===== config.mk =====
export PLATFORM = sky130hd
export DESIGN_NAME = huffman_seq_ctrl
export DESIGN_NICKNAME = d
export VERILOG_FILES = /design/src/rtl/huffman_seq_ctrl.sv
export SDC_FILE = /design/constraint.sdc
export NUM_CORES = 1
export LEC_CHECK = 0
export CAP_MARGIN = 20
export CORE_MARGIN = 1
export CORE_UTILIZATION = 40
export DETAILED_ROUTE_END_ITERATION = 10
export GPL_TIMING_DRIVEN = 0
export SYNTH_ARGS = -nofsm -noshare
export SYNTH_HDL_FRONTEND = slang
export SYNTH_SLANG_ARGS = --single-unit

===== constraint.sdc =====
create_clock -name Clk_in -period 2.2 [get_ports Clk_in]
set_clock_uncertainty 0.1 [all_clocks]
set_input_delay 0.44 -clock Clk_in [delete_from_list [all_inputs] [get_ports Clk_in]]
set_output_delay 0.44 -clock Clk_in [all_outputs]
set_load 0.05 [all_outputs]

===== src/rtl/huffman_seq_ctrl.sv =====
// Job-level sequencer for the Huffman encoder pipeline.
// Runs symbol count, tree build, code-table generation and encode in order, with a
// per-stage timeout watchdog, and reports status and job length to the host.
//
// Ports:
//   Clk_in, n_Rst          clock and synchronous active-low reset
//   Job_start, Job_abort   host job request / abort
//   Cnt_start, Cnt_done    symbol counter handshake
//   Tree_start, Tree_done  tree builder handshake
//   Cg_rst_n, Start_code   code generator local reset and start (falling edge arms)
//   Fin                    code generator finished (level)
//   Enc_start, Enc_done    encoder handshake
//   Busy, Done, Err        host status (Done one-cycle pulse, Err sticky)
//   Err_stage, Stage       state code at timeout / current state code
//   Job_cycles             length of the last completed job, saturating
module huffman_seq_ctrl #(
  parameter int unsigned TMO_W   = 16,
  parameter int unsigned TMO_CYC = 4095,
  parameter int unsigned START_W = 2
) (
  input  logic        Clk_in,
  input  logic        n_Rst,
  input  logic        Job_start,
  input  logic        Job_abort,
  output logic        Cnt_start,
  input  logic        Cnt_done,
  output logic        Tree_start,
  input  logic        Tree_done,
  output logic        Cg_rst_n,
  output logic        Start_code,
  input  logic        Fin,
  output logic        Enc_start,
  input  logic        Enc_done,
  output logic        Busy,
  output logic        Done,
  output logic        Err,
  output logic [2:0]  Err_stage,
  output logic [2:0]  Stage,
  output logic [15:0] Job_cycles
);

  typedef enum logic [2:0] {
    StIdle    = 3'd0,
    StCnt     = 3'd1,
    StTree    = 3'd2,
    StCgRst   = 3'd3,
    StCgStart = 3'd4,
    StCgWait  = 3'd5,
    StEnc     = 3'd6,
    StDone    = 3'd7
  } state_e;

  // The last in-state cycle on which a stage may still see its done.
  localparam logic [TMO_W-1:0] TmoLast = TMO_W'(TMO_CYC - 1);
  localparam logic [2:0]       ScLast  = 3'(START_W - 1);

  state_e            state_q, state_d;
  logic              first_q, first_d;   // high on the entry cycle of a state
  logic [TMO_W-1:0]  tmo_q, tmo_d;
  logic [2:0]        sc_q, sc_d;
  logic [15:0]       cyc_q, cyc_d;
  logic              timeout, abort, accept, tmo_hit;

  assign Stage   = state_q;
  assign tmo_hit = (tmo_q == TmoLast);
  assign abort   = Job_abort && (state_q != StIdle);
  assign accept  = (state_q == StIdle) && Job_start && !Job_abort;

  always_comb begin
    state_d = state_q;
    timeout = 1'b0;
    unique case (state_q)
      StIdle:    if (accept) state_d = StCnt;
      StCnt: begin
        // Done on the entry cycle is stale; it wins over a same-cycle timeout.
        if (!first_q && Cnt_done) state_d = StTree;
        else if (tmo_hit)         timeout = 1'b1;
      end
      StTree: begin
        if (!first_q && Tree_done) state_d = StCgRst;
        else if (tmo_hit)          timeout = 1'b1;
      end
      StCgRst:   state_d = StCgStart;
      StCgStart: if (sc_q == ScLast) state_d = StCgWait;
      StCgWait: begin
        if (Fin)          state_d = StEnc;
        else if (tmo_hit) timeout = 1'b1;
      end
      StEnc: begin
        if (!first_q && Enc_done) state_d = StDone;
        else if (tmo_hit)         timeout = 1'b1;
      end
      StDone:    state_d = StIdle;
      default:   state_d = StIdle;
    endcase
    if (abort) timeout = 1'b0;
    if (timeout || abort) state_d = StIdle;
  end

  always_comb begin
    first_d = (state_d != state_q);
    tmo_d   = tmo_q;
    sc_d    = sc_q;
    cyc_d   = cyc_q;
    if (state_d != state_q) begin
      tmo_d = '0;
      sc_d  = '0;
    end else begin
      if (state_q inside {StCnt, StTree, StCgWait, StEnc}) tmo_d = tmo_q + 1'b1;
      if (state_q == StCgStart) sc_d = sc_q + 1'b1;
    end
    if (accept) begin
      cyc_d = 16'd1;
    end else if ((state_q != StIdle) && (cyc_q != 16'hFFFF)) begin
      cyc_d = cyc_q + 16'd1;
    end
  end

  always_ff @(posedge Clk_in) begin
    if (!n_Rst) begin
      state_q    <= StIdle;
      first_q    <= 1'b0;
      tmo_q      <= '0;
      sc_q       <= '0;
      cyc_q      <= '0;
      Cnt_start  <= 1'b0;
      Tree_start <= 1'b0;
      Enc_start  <= 1'b0;
      Start_code <= 1'b0;
      Cg_rst_n   <= 1'b0;
      Busy       <= 1'b0;
      Done       <= 1'b0;
      Err        <= 1'b0;
      Err_stage  <= '0;
      Job_cycles <= '0;
    end else begin
      state_q    <= state_d;
      first_q    <= first_d;
      tmo_q      <= tmo_d;
      sc_q       <= sc_d;
      cyc_q      <= cyc_d;
      Cnt_start  <= (state_d == StCnt)  && (state_q == StIdle);
      Tree_start <= (state_d == StTree) && (state_q == StCnt);
      Enc_start  <= (state_d == StEnc)  && (state_q == StCgWait);
      Start_code <= (state_d == StCgStart);
      // Generator is held in reset to reload tree nodes, and also flushed on abort.
      Cg_rst_n   <= !((state_d == StCgRst) || abort);
      Busy       <= (state_d != StIdle);
      Done       <= (state_d == StDone);
      if (accept) begin
        Err       <= 1'b0;
        Err_stage <= '0;
      end else if (timeout) begin
        Err       <= 1'b1;
        Err_stage <= state_q;
      end
      // Latched on DONE entry so the count, including the DONE cycle, lines up with Done.
      if ((state_d == StDone) && (state_q == StEnc)) begin
        Job_cycles <= (cyc_q == 16'hFFFF) ? 16'hFFFF : cyc_q + 16'd1;
      end
    end
  end

endmodule


==> flow_metrics.tcl <==
set metrics [dict create \
    status "finished clean" \
    grt_max_degree 13 \
    use_met2_pct 26.7 \
    cts-root-buf "clkbuf_8" \
    hold_viol 0 \
    grt_usage_pct 19.1 \
    ctsHoldBuffers 0 \
    drv_cap 0 \
    synth_nets 350 \
    drive_above_1_share_pct 12.4 \
    internal_power_mw 1.90 \
    r2r-end "sc_q[0]$_SDFFE_PP0P_" \
    grt_overflow 0 \
    peakVddDrop_mv 0.352 \
    min_path_type "register to register" \
    top_usage_layer "met1" \
    diodes 0 \
    switchingPower_uw 740 \
    tightest_slew_ps 555 \
    initialDrtViolationCount 165 \
    critical_path.cell_chain "clkdlybuf4s50_1 > mux2i_1 > o21ai_1 > a2111o_1 > nand4_4 > buf_4 > nor2_1" \
    seqCellArea_um2 1330 \
    cp.depth 7 \
    yosysSeqAreaShare_pct 43.4 \
    met1_usage_pct 28.1 \
    die-area_um2 7960 \
    whs_ps 397 \
    dieHeight_um 89.2 \
    synthesis.area_um2 3040 \
    r2r-start "Stage[2]$_SDFF_PN0_" \
    routedWlPerCell_um 13.9 \
    crit_start "Enc_done" \
    vias 2552 \
    cp.required_ps 2330 \
    core_um2 7290 \
    start_kind "input pin" \
    cts.sinks 66 \
    cp_num_buf_inv 2 \
    min_to "Err$_SDFFE_PP0P_" \
    path_max_fanout 10 \
    critical_path_class "input pin to register" \
    critPathCaptureType "register" \
    setup_viol 0 \
    max_stage_delay_ps 510 \
    arrival_ps 2260 \
    synth_top_flop_cell "dfxtp_1" \
    report.final.slew_viol_count 0 \
    synth_most_common_cell "dfxtp_1" \
    p_per_area_nw_per_um2 688 \
    yosysWarnings 0 \
    min_period_ps 2120 \
    vias_per_cell 5.17 \
    seqPwrFrac_pct 47.3 \
    first_pass_iters 6 \
    ys_ff_latch 66 \
    start_util_pct 41.7 \
    hold_start "Err$_SDFFE_PP0P_" \
    yosysTopAreaCell "dfxtp_1" \
    die_w_um 89.2 \
    synthTopCellsByArea "dfxtp_1 43%, nor2_1 6.0%, xnor2_1 6.0%, xor2_1 6.0%, a21oi_1 3.3%" \
    multi_input_area_um2 1650 \
    synth_top_area_share_pct 43.4 \
    cts_tree "built" \
    clk_path_buf_depth 2 \
    syn_to_final_growth_pct 26.0 \
    synth_cell_type_count 47 \
    ios 38 \
    grt_antenna_before_repair 0 \
    ff2ff_path_depth 6 \
    hold_depth 2 \
    relSlewSlack_pct 62.0 \
    gr-usage-met3_pct 4.80 \
    avgSynthCellArea_um2 9.03 \
    synth_common_cells "66 x dfxtp_1, 49 x nor2_1, 22 x nand2_1" \
    grt_pass1_vias 2312 \
    num-fill-cells 707 \
    clkPwrFrac_pct 39.4 \
    pre_cts_slack_ps -365 \
    timing.fmax_mhz 471 \
    p_leak_nw 1.30 \
    comb_power_share_pct 13.3 \
    path_clk_slew_ps 70 \
    ant_nets 0 \
    synth_edf_count 0 \
    r2r_setup_slack_ps 130 \
    io_buffers 37 \
    drc_errors 0 \
    drt_wl_total_um 6880 \
    numCtsBuffers 9 \
    clock_latency_ps 350 \
    grt_pass1_wl_um 11400 \
    synth_async_sr_flop_share_pct 0 \
    fin_crit_sh_pct 96.5 \
    rows 31 \
    syn_inst 337 \
    htreeDepth 3 \
    place_hpwl_um 4870 \
    stdcell_area_um2 3830 \
    placed_area_um2 3540 \
    fin_nets 403 \
    finalWorstSetupSlack_ps 76.5 \
    gp_congestion 0.819 \
    cp_top_family "compound AO/OA/AOI/OAI gates" \
    slowest_stage "a2111o_1" \
    swShare_pct 28.1 \
]
worst max-delay path by stage:
stage,end
6_report,sc_q[0]$_SDFFE_PP0P_
5_1_grt,cyc_q[3]$_SDFFE_PP0P_
4_1_cts,sc_q[0]$_SDFFE_PP0P_
3_5_place_dp,Job_cycles[13]$_SDFFE_PN0P_
3_3_place_gp,Job_cycles[4]$_SDFFE_PN0P_
2_1_floorplan,tmo_q[12]$_SDFFE_PP0P_
power by group through the flow:
stage	Combinational, mW	Sequential, mW	Clock [mW]
after floorplan	0.190	1.31	0
after global placement	0.332	1.27	0
after detailed placement	0.333	1.27	0
after CTS	0.335	1.25	1.07
after global routing	0.382	1.25	1.12
final	0.350	1.25	1.04
cells in the final DEF (no fill, tap or decap), types with 2 or more instances in the layout:
cell             netlist  final
clkbuf_8               0     10
nor2_1                49     49
xor2_1                21     21
buf_4                  3      9
a31oi_1                2      2
dfxtp_1               66     63
nand2_1               22     21
nor2b_1                4      4
a211oi_1              10     10
dfxtp_2                0      3
nand3_1               13     13
nor3_1                 8      6
nand2b_1               3      3
nor3b_1                2      2
buf_2                  7      5
ha_1                   5      5
nor3_2                 1      2
buf_6                  1      2
and2_1                 4      4
xnor2_1               21     21
mux2i_1                5      5
a311oi_1               5      5
clkdlybuf4s50_1        0     37
o21ai_0               19     18
a2111oi_2              1      2
nand4_1                7      7
and4_1                 3      3
clkinvlp_4             0      3
a21oi_1               20     20
and3_1                 3      3
inv_1                  6      6
clkbuf_1               4      3
or3_1                  2      2
metal layers:
layer | vias up | part of all wire [%]
met5 | - | 0
li1 | 1296 | -
met2 | 51 | 42
met4 | 0 | 1.4
met1 | 1196 | 52
met3 | 9 | 4.8
cell type report:
type | instances | share of cell area (%)
multi-input combinational | 249 | 43.1
sequential | 66 | 34.6
inverter | 6 | 0.588
clock buffer | 10 | 3.59
buffer | 16 | 2.55
timing repair buffer | 42 | 10.6
clock inverter | 6 | 1.73
tap | 99 | 3.23
registers in the layout (all words and copies together), names as in the netlist:
signal and flops:
Err 1, Tree_start 1, Job_cycles 16, first_q 1, Err_stage 3, cyc_q 16
Enc_start 1, sc_q 3, Done 1, tmo_q 16, Start_code 1, Cnt_start 1
Busy 1, Stage 3, Cg_rst_n 1
tightest hold or removal path: stages (launching register included):
cell and delay (ps):
dfxtp_1 340, nor2_1 50, nor2_1 70
through the flow:
| stage | power, mW | setup TNS [ps] | cells | util, % |
|---|---|---|---|---|
| after floorplan | 1.50 | 0 | 337 | - |
| after global placement | 1.60 | -15660 | 473 | 48.5 |
| after detailed placement | 1.61 | -15260 | 473 | 48.5 |
| after CTS | 2.65 | 0 | 492 | 51.7 |
| after global routing | 2.75 | -13.1 | 494 | 52.5 |
| final | 2.63 | 0 | 494 | 52.5 |
cells by family (layout without fill, tap and decap cells):
| kind of cell | Yosys count | count (layout) | synth area share (%) |
|---|---|---|---|
| AND/OR/NAND/NOR | 129 | 129 | 22.0 |
| AO/OA/AOI/OAI | 68 | 68 | 15.2 |
| flip-flops | 66 | 66 | 43.4 |
| XOR/XNOR | 42 | 42 | 12.1 |
| buffers and inverters | 22 | 80 | 3.62 |
| adder cells (fa/ha/maj) | 5 | 5 | 2.06 |
| multiplexers | 5 | 5 | 1.65 |
timing repair:
item | in CTS | in global routing
pin swaps | 1 | 2
resized for setup | 2 | 15
hold endpoints to repair | 0 | 0
endpoints found under the setup margin | 23 | 36
setup buffers | 3 | 2
(Power assumes the default switching activity.)
